## src/rtl/ram_burst_reader.sv

```systemverilog
// ram_burst_reader: fetches bursts from the burst RAM and streams them out byte by byte, lowest address first.
module ram_burst_reader #(
  parameter int WIDTH = 8,
  parameter int BURST_LEN = 4,
  parameter int DEPTH = 1024,
  parameter int READ_LATENCY = 2,
  localparam int DEPTH_BITS = $clog2(DEPTH)
) (
  input  logic                       clk,
  input  logic                       rst,
  input  logic                       start,
  input  logic [DEPTH_BITS-1:0]      base_address,
  input  logic [DEPTH_BITS:0]        num_bursts,
  output logic                       busy,
  output logic                       done,
  output logic                       read_en,
  output logic [DEPTH_BITS-1:0]      read_address,
  input  logic [BURST_LEN*WIDTH-1:0] read_data_in,
  output logic                       m_valid,
  output logic [WIDTH-1:0]           m_data,
  output logic                       m_last,
  input  logic                       m_ready
);
  localparam int OB = $clog2(BURST_LEN);
  localparam int CW = $clog2(READ_LATENCY + 1);
  localparam int BW = BURST_LEN * WIDTH;
  localparam logic [CW-1:0] CNT_LAST = CW'(READ_LATENCY - 1);
  localparam logic [OB-1:0] IDX_LAST = OB'(BURST_LEN - 1);
  localparam logic [DEPTH_BITS:0] REM_ONE = (DEPTH_BITS + 1)'(1);
  localparam logic [DEPTH_BITS-1:0] ADDR_STEP = DEPTH_BITS'(BURST_LEN);

  typedef enum logic [2:0] {IDLE, ISSUE, WAIT, DRAIN, DONE} state_t;

  state_t state_q, state_d;
  logic [DEPTH_BITS-1:0] addr_q, addr_d;
  logic [DEPTH_BITS:0] rem_q, rem_d;
  logic [CW-1:0] cnt_q, cnt_d;
  logic [OB-1:0] idx_q, idx_d;
  logic [BW-1:0] buf_q, buf_d;
  logic unused_ok;

  assign unused_ok = ^base_address[OB-1:0];

  always_ff @(posedge clk) begin
    if (rst) begin
      state_q <= IDLE;
      addr_q <= '0;
      rem_q <= '0;
      cnt_q <= '0;
      idx_q <= '0;
      buf_q <= '0;
    end else begin
      state_q <= state_d;
      addr_q <= addr_d;
      rem_q <= rem_d;
      cnt_q <= cnt_d;
      idx_q <= idx_d;
      buf_q <= buf_d;
    end
  end

  // The unpack register shifts left, so the top slice is always the next byte out.
  always_comb begin
    state_d = state_q;
    addr_d = addr_q;
    rem_d = rem_q;
    cnt_d = cnt_q;
    idx_d = idx_q;
    buf_d = buf_q;
    case (state_q)
      IDLE: if (start) begin
        addr_d = {base_address[DEPTH_BITS-1:OB], {OB{1'b0}}};
        rem_d = num_bursts;
        state_d = (num_bursts == '0) ? DONE : ISSUE;
      end
      ISSUE: begin
        cnt_d = '0;
        state_d = WAIT;
      end
      WAIT: if (cnt_q == CNT_LAST) begin
        buf_d = read_data_in;
        idx_d = '0;
        state_d = DRAIN;
      end else begin
        cnt_d = cnt_q + 1'b1;
      end
      DRAIN: if (m_ready) begin
        buf_d = buf_q << WIDTH;
        idx_d = idx_q + 1'b1;
        if (idx_q == IDX_LAST) begin
          addr_d = addr_q + ADDR_STEP;
          rem_d = rem_q - 1'b1;
          state_d = (rem_q == REM_ONE) ? DONE : ISSUE;
        end
      end
      DONE: state_d = IDLE;
      default: state_d = IDLE;
    endcase
  end

  assign read_en = state_q == ISSUE;
  assign read_address = read_en ? addr_q : '0;
  assign m_valid = state_q == DRAIN;
  assign m_data = m_valid ? buf_q[BW-1 -: WIDTH] : '0;
  assign m_last = m_valid && idx_q == IDX_LAST && rem_q == REM_ONE;
  assign busy = state_q == ISSUE || state_q == WAIT || state_q == DRAIN;
  assign done = state_q == DONE;
endmodule

```

## config.mk

```make
export PLATFORM = sky130hd
export DESIGN_NAME = ram_burst_reader
export DESIGN_NICKNAME = d
export VERILOG_FILES = /design/src/rtl/ram_burst_reader.sv
export SDC_FILE = /design/constraint.sdc
export NUM_CORES = 1
export LEC_CHECK = 0
export BUFFER_PORTS_ARGS = -buffer_cell sky130_fd_sc_hd__buf_2
export CORE_MARGIN = 5
export CORE_UTILIZATION = 45
export CTS_CLUSTER_SIZE = 14
export DETAILED_ROUTE_END_ITERATION = 10
export GPL_ROUTABILITY_DRIVEN = 0
export PLACE_DENSITY = 0.81
export SYNTH_ARGS = -nofsm -noshare
export SYNTH_HDL_FRONTEND = slang
export SYNTH_SLANG_ARGS = --single-unit
```

## constraint.sdc

```tcl
create_clock -name clk -period 3.8 [get_ports clk]
set_clock_uncertainty 0.2 [all_clocks]
set_input_delay 0.76 -clock clk [delete_from_list [all_inputs] [get_ports clk]]
set_output_delay 0.76 -clock clk [all_outputs]
set_load 0.01 [all_outputs]
```

==> results.md <==
- The number of max-cap violations is 0.
- The startpoint of the worst register-to-register path is state_q[0].
- In this run the top signal layer used is met4.
- The endpoint identified for the worst register-to-register timing path is rem_q[9].
- The post-placement cell count is 526.
- Across the VDD grid, the largest voltage drop is 175.9 uV.
- Counting flops with a built-in enable in the synthesized netlist gives 0.
- The met2 routed wirelength is 3.652 mm.
- The register bit total from synthesis is 58.
- Post-CTS repair changed the size of 0 cells.
- For this run, the share of the core covered by cells in the final layout is 54.13%.
- The quantity of I/O buffers inserted on ports is 75.
- After clock tree synthesis, the clock-pin slew on the worst setup and hold paths is 0.07 ns.
- The number of cells produced by synthesis is about 400.
- The global-route total usage across every layer is 17.57%.
- Setup repair after global routing left no endpoint under its margin.
- For this run, design rule violations remaining after detail routing come to 0.
- The average wire per standard cell is 13.95 um.
- In this run the post-CTS setup repair buffer count came out at 0.
- In the synthesized netlist the dominant register cell turns out to be sky130_fd_sc_hd__dfxtp_1.
- The critical path startpoint category is a register.
- The worst setup path category is register to primary output.
- The detail-routed via count per cell is 5.562.
- The total grt overflow is 0.
- The commonest non-fill, non-tap cell in the layout is sky130_fd_sc_hd__buf_2.
- The routed metal-1 wire length is about 3.3 mm.
- The total count of max-transition violations in the final report came to 0.
- Setup violations remaining at the end of the flow were counted as 0.
- Once placement finished, the instance area stood at 3431 sq um.
- The achievable clock frequency is 334.0 MHz.
- Counting cells, the worst reg-to-reg path comes to 4.
- The count of vias placed by the detailed router is 3009.
- For this configuration, the core starts out at a cell density of between 40% and 50%.
- The first global-routing pass estimated 12.43 mm of wire.
- For the worst setup path, the data arrival time is around 2.0 ns.
- The full die area is 8585 sq um.
- The post-synthesis cell type count is 49.
- The worst slew margin relative to its limit is 41.24%.
- The cell area after layout is approximately 3600 sq um.
- The maximum fanout count along the critical path is 14.
- The flow ran to the end, and the final reports show no timing, DRC or antenna violations.
- Counting flops with an async set or reset pin after synthesis yields a share of 0%.
- The die boundary width is 92.66 um.
- The capturing element type of the critical path is a primary output.
- Summing all multi-input logic gate instances after layout gives 1730 sq um.
- Summed over all cells, the static leakage comes to 1.454 nW.
- The final net count is approximately 520.
- The warning count from the yosys run is 0.
- Ranked by total cell area, the synthesized netlist is headed by sky130_fd_sc_hd__dfxtp_1 (38%), sky130_fd_sc_hd__nand2_1 (8.4%), sky130_fd_sc_hd__a311oi_1 (7.4%).
- After layout, the worst path uses 78.80% of the clock period.
- At the pin with the least slew margin, the transition time is roughly 0.88 ns.
- In this run the core area contains 30 standard-cell rows.
- Entering global routing, the biggest net connects 56 pins.
- The startpoint of the tightest hold check path is idx_q[1].
- The CTS tree is yes.
- The antenna diode count is 0.
- After filler insertion, the fill cell instance count of the layout stands at between 600 and 700.
- Data on the critical path is required at its endpoint by between 2 and 3 ns.
- The worst hold path terminates at idx_q[1].
- Summing every instance area after synthesis gives 3074 sq um.
- The cell chosen for the clock root is sky130_fd_sc_hd__clkbuf_8.
- The later pin in the worst-skew pair is clocked with a latency of 0.33 ns.
- The minimum clock period is between 2 and 3 ns.
- The clock tree buffer depth is 2.
- Along the worst hold path, the cell count comes to 2.
- In the layout the commonest cells are sky130_fd_sc_hd__buf_2 (75), sky130_fd_sc_hd__nand2_1 (69), sky130_fd_sc_hd__dfxtp_1 (58).
- The final instance count without filler cells is 541.
- The standard cell core area is 6719 sq um.
- In this run the number of H-tree levels came out at 3.
- A synthesized cell averages 7.724 sq um.
- The accumulated negative setup slack is 0 ns.
- The floorplan step set the die height to 92.66 um.
- The total wirelength of the detailed-routed design is 7.548 mm.
- After synthesis, flip-flops and latches occupy 37.77% of the total area.
- The ratio of total power to cell area is 425.4 nW/um^2.
- The number of global-route vias before repair is 2874.
- Buffers inserted to repair hold after CTS numbered 0.
- The number of buffers created by CTS is 9.
- The area share of the largest cell type after synthesis is 37.77%.
- 80 I/O pins were placed.
- In the final layout, flip-flops and latches occupy 1161 sq um.
- The first TritonRoute pass finished after 5 iterations.
- Summed over all nets, wire length on met3 after detailed routing comes to 457 um.
- The HPWL after detailed placement is slightly above 5 mm.
- The post-route netlist has roughly 23% of its cells at a drive strength greater than 1.
- The count of nets left with antenna violations after detail routing is 0.
- The flop-to-flop setup slack is 1.48 ns.
- After the first detailed-routing iteration, the DRC count stood at 168.
- The initial antenna violation count was 0.
- The tightest min-delay check is of the register to register type.
- The cell type contributing the most total cell area after synthesis is sky130_fd_sc_hd__dfxtp_1.
- The TritonCTS sink count is 58.
- The number of hold-slack violations in the final timing report came to 0.
- The area growth from synthesis to final layout is 18.32%.
power by group:
group | leakage [nW] | switching (mW) | internal (mW)
Clock | 0.105 | 0.248 | 0.362
Sequential | 0.472 | 0.0396 | 0.647
Combinational | 0.877 | 0.146 | 0.105
Total | 1.45 | 0.433 | 1.11
layout make-up:
| cell class | count | area share [%] |
|---|---|---|
| clock inverters | 6 | 2.270 |
| multi-input cells | 301 | 47.57 |
| repair buffers | 80 | 11.35 |
| clock buffers | 9 | 3.406 |
| well taps | 80 | 2.752 |
| inverters | 7 | 0.7224 |
| flip-flops and latches | 58 | 31.92 |
registers in the layout (all words and copies together), names as in the netlist:
| signal | cells |
|---|---|
| rem_q | 11 |
| buf_q | 32 |
| cnt_q | 2 |
| addr_q | 8 |
| idx_q | 2 |
| state_q | 3 |
how the worst max path moves through the flow:
stage,startpoint,to,slack [ns],cells past startpoint
detailed placement,state_q[0],read_address[9],1.12,3
floorplan,state_q[0],read_address[2],1.42,3
CTS,state_q[0],read_address[9],0.75,3
global route,state_q[0],read_address[5],0.54,3
finish,state_q[0],read_address[9],0.81,3
global placement,start,rem_q[9],1.18,5
cell usage after synthesis (3+ instances only):
master,n
sky130_fd_sc_hd__a211oi_1,3
sky130_fd_sc_hd__a211oi_2,3
sky130_fd_sc_hd__a21o_1,3
sky130_fd_sc_hd__a21oi_1,18
sky130_fd_sc_hd__a22oi_1,10
sky130_fd_sc_hd__a311oi_1,26
sky130_fd_sc_hd__and2_1,22
sky130_fd_sc_hd__buf_2,11
sky130_fd_sc_hd__clkbuf_1,17
sky130_fd_sc_hd__dfxtp_1,58
sky130_fd_sc_hd__ha_1,5
sky130_fd_sc_hd__inv_1,7
sky130_fd_sc_hd__nand2_1,69
sky130_fd_sc_hd__nand3_1,8
sky130_fd_sc_hd__nand4_1,5
sky130_fd_sc_hd__nor2_1,51
sky130_fd_sc_hd__nor3_1,5
sky130_fd_sc_hd__nor3b_1,4
sky130_fd_sc_hd__nor4_1,5
sky130_fd_sc_hd__o211ai_1,3
sky130_fd_sc_hd__o21ai_0,25
sky130_fd_sc_hd__o32ai_1,3
sky130_fd_sc_hd__or3_1,4
cells by family (layout without fill, tap and decap cells):
group	after synthesis	count (layout)	synth area share [%]
buffers and inverters	40	102	6.064
and+or+nand+nor	186	186	28.49
AOI/OAI and AO/OA	106	106	24.83
adders and majority gates	5	5	2.035
DFF	58	58	37.77
other	1	2	0.1220
muxes	2	2	0.6919
routing by layer:
metal / track usage, % / up-vias
met5: 0 / -
met4: 8.547 / 0
met3: 3.656 / 12
met2: 30.21 / 84
met1: 20.75 / 1375
li1: - / 1538
per-stage QoR:
step | total power, mW | hold WS, ns | setup WS [ns]
after floorplan | 0.8787 | 0.2356 | 1.422
after global placement | 0.9389 | 0.2414 | 1.176
after detailed placement | 0.9494 | 0.2691 | 1.115
after CTS | 1.558 | 0.2767 | 0.7473
after global routing | 1.619 | 0.2997 | 0.5363
final | 1.547 | 0.2692 | 0.8057
critical path, cell delays in order (launching register included):
cell	delay (ns)
sky130_fd_sc_hd__dfxtp_1	0.57
sky130_fd_sc_hd__nor3b_1	0.77
sky130_fd_sc_hd__and2_1	0.23
sky130_fd_sc_hd__buf_2	0.13
Note: power is estimated with default switching activity, not from simulation.
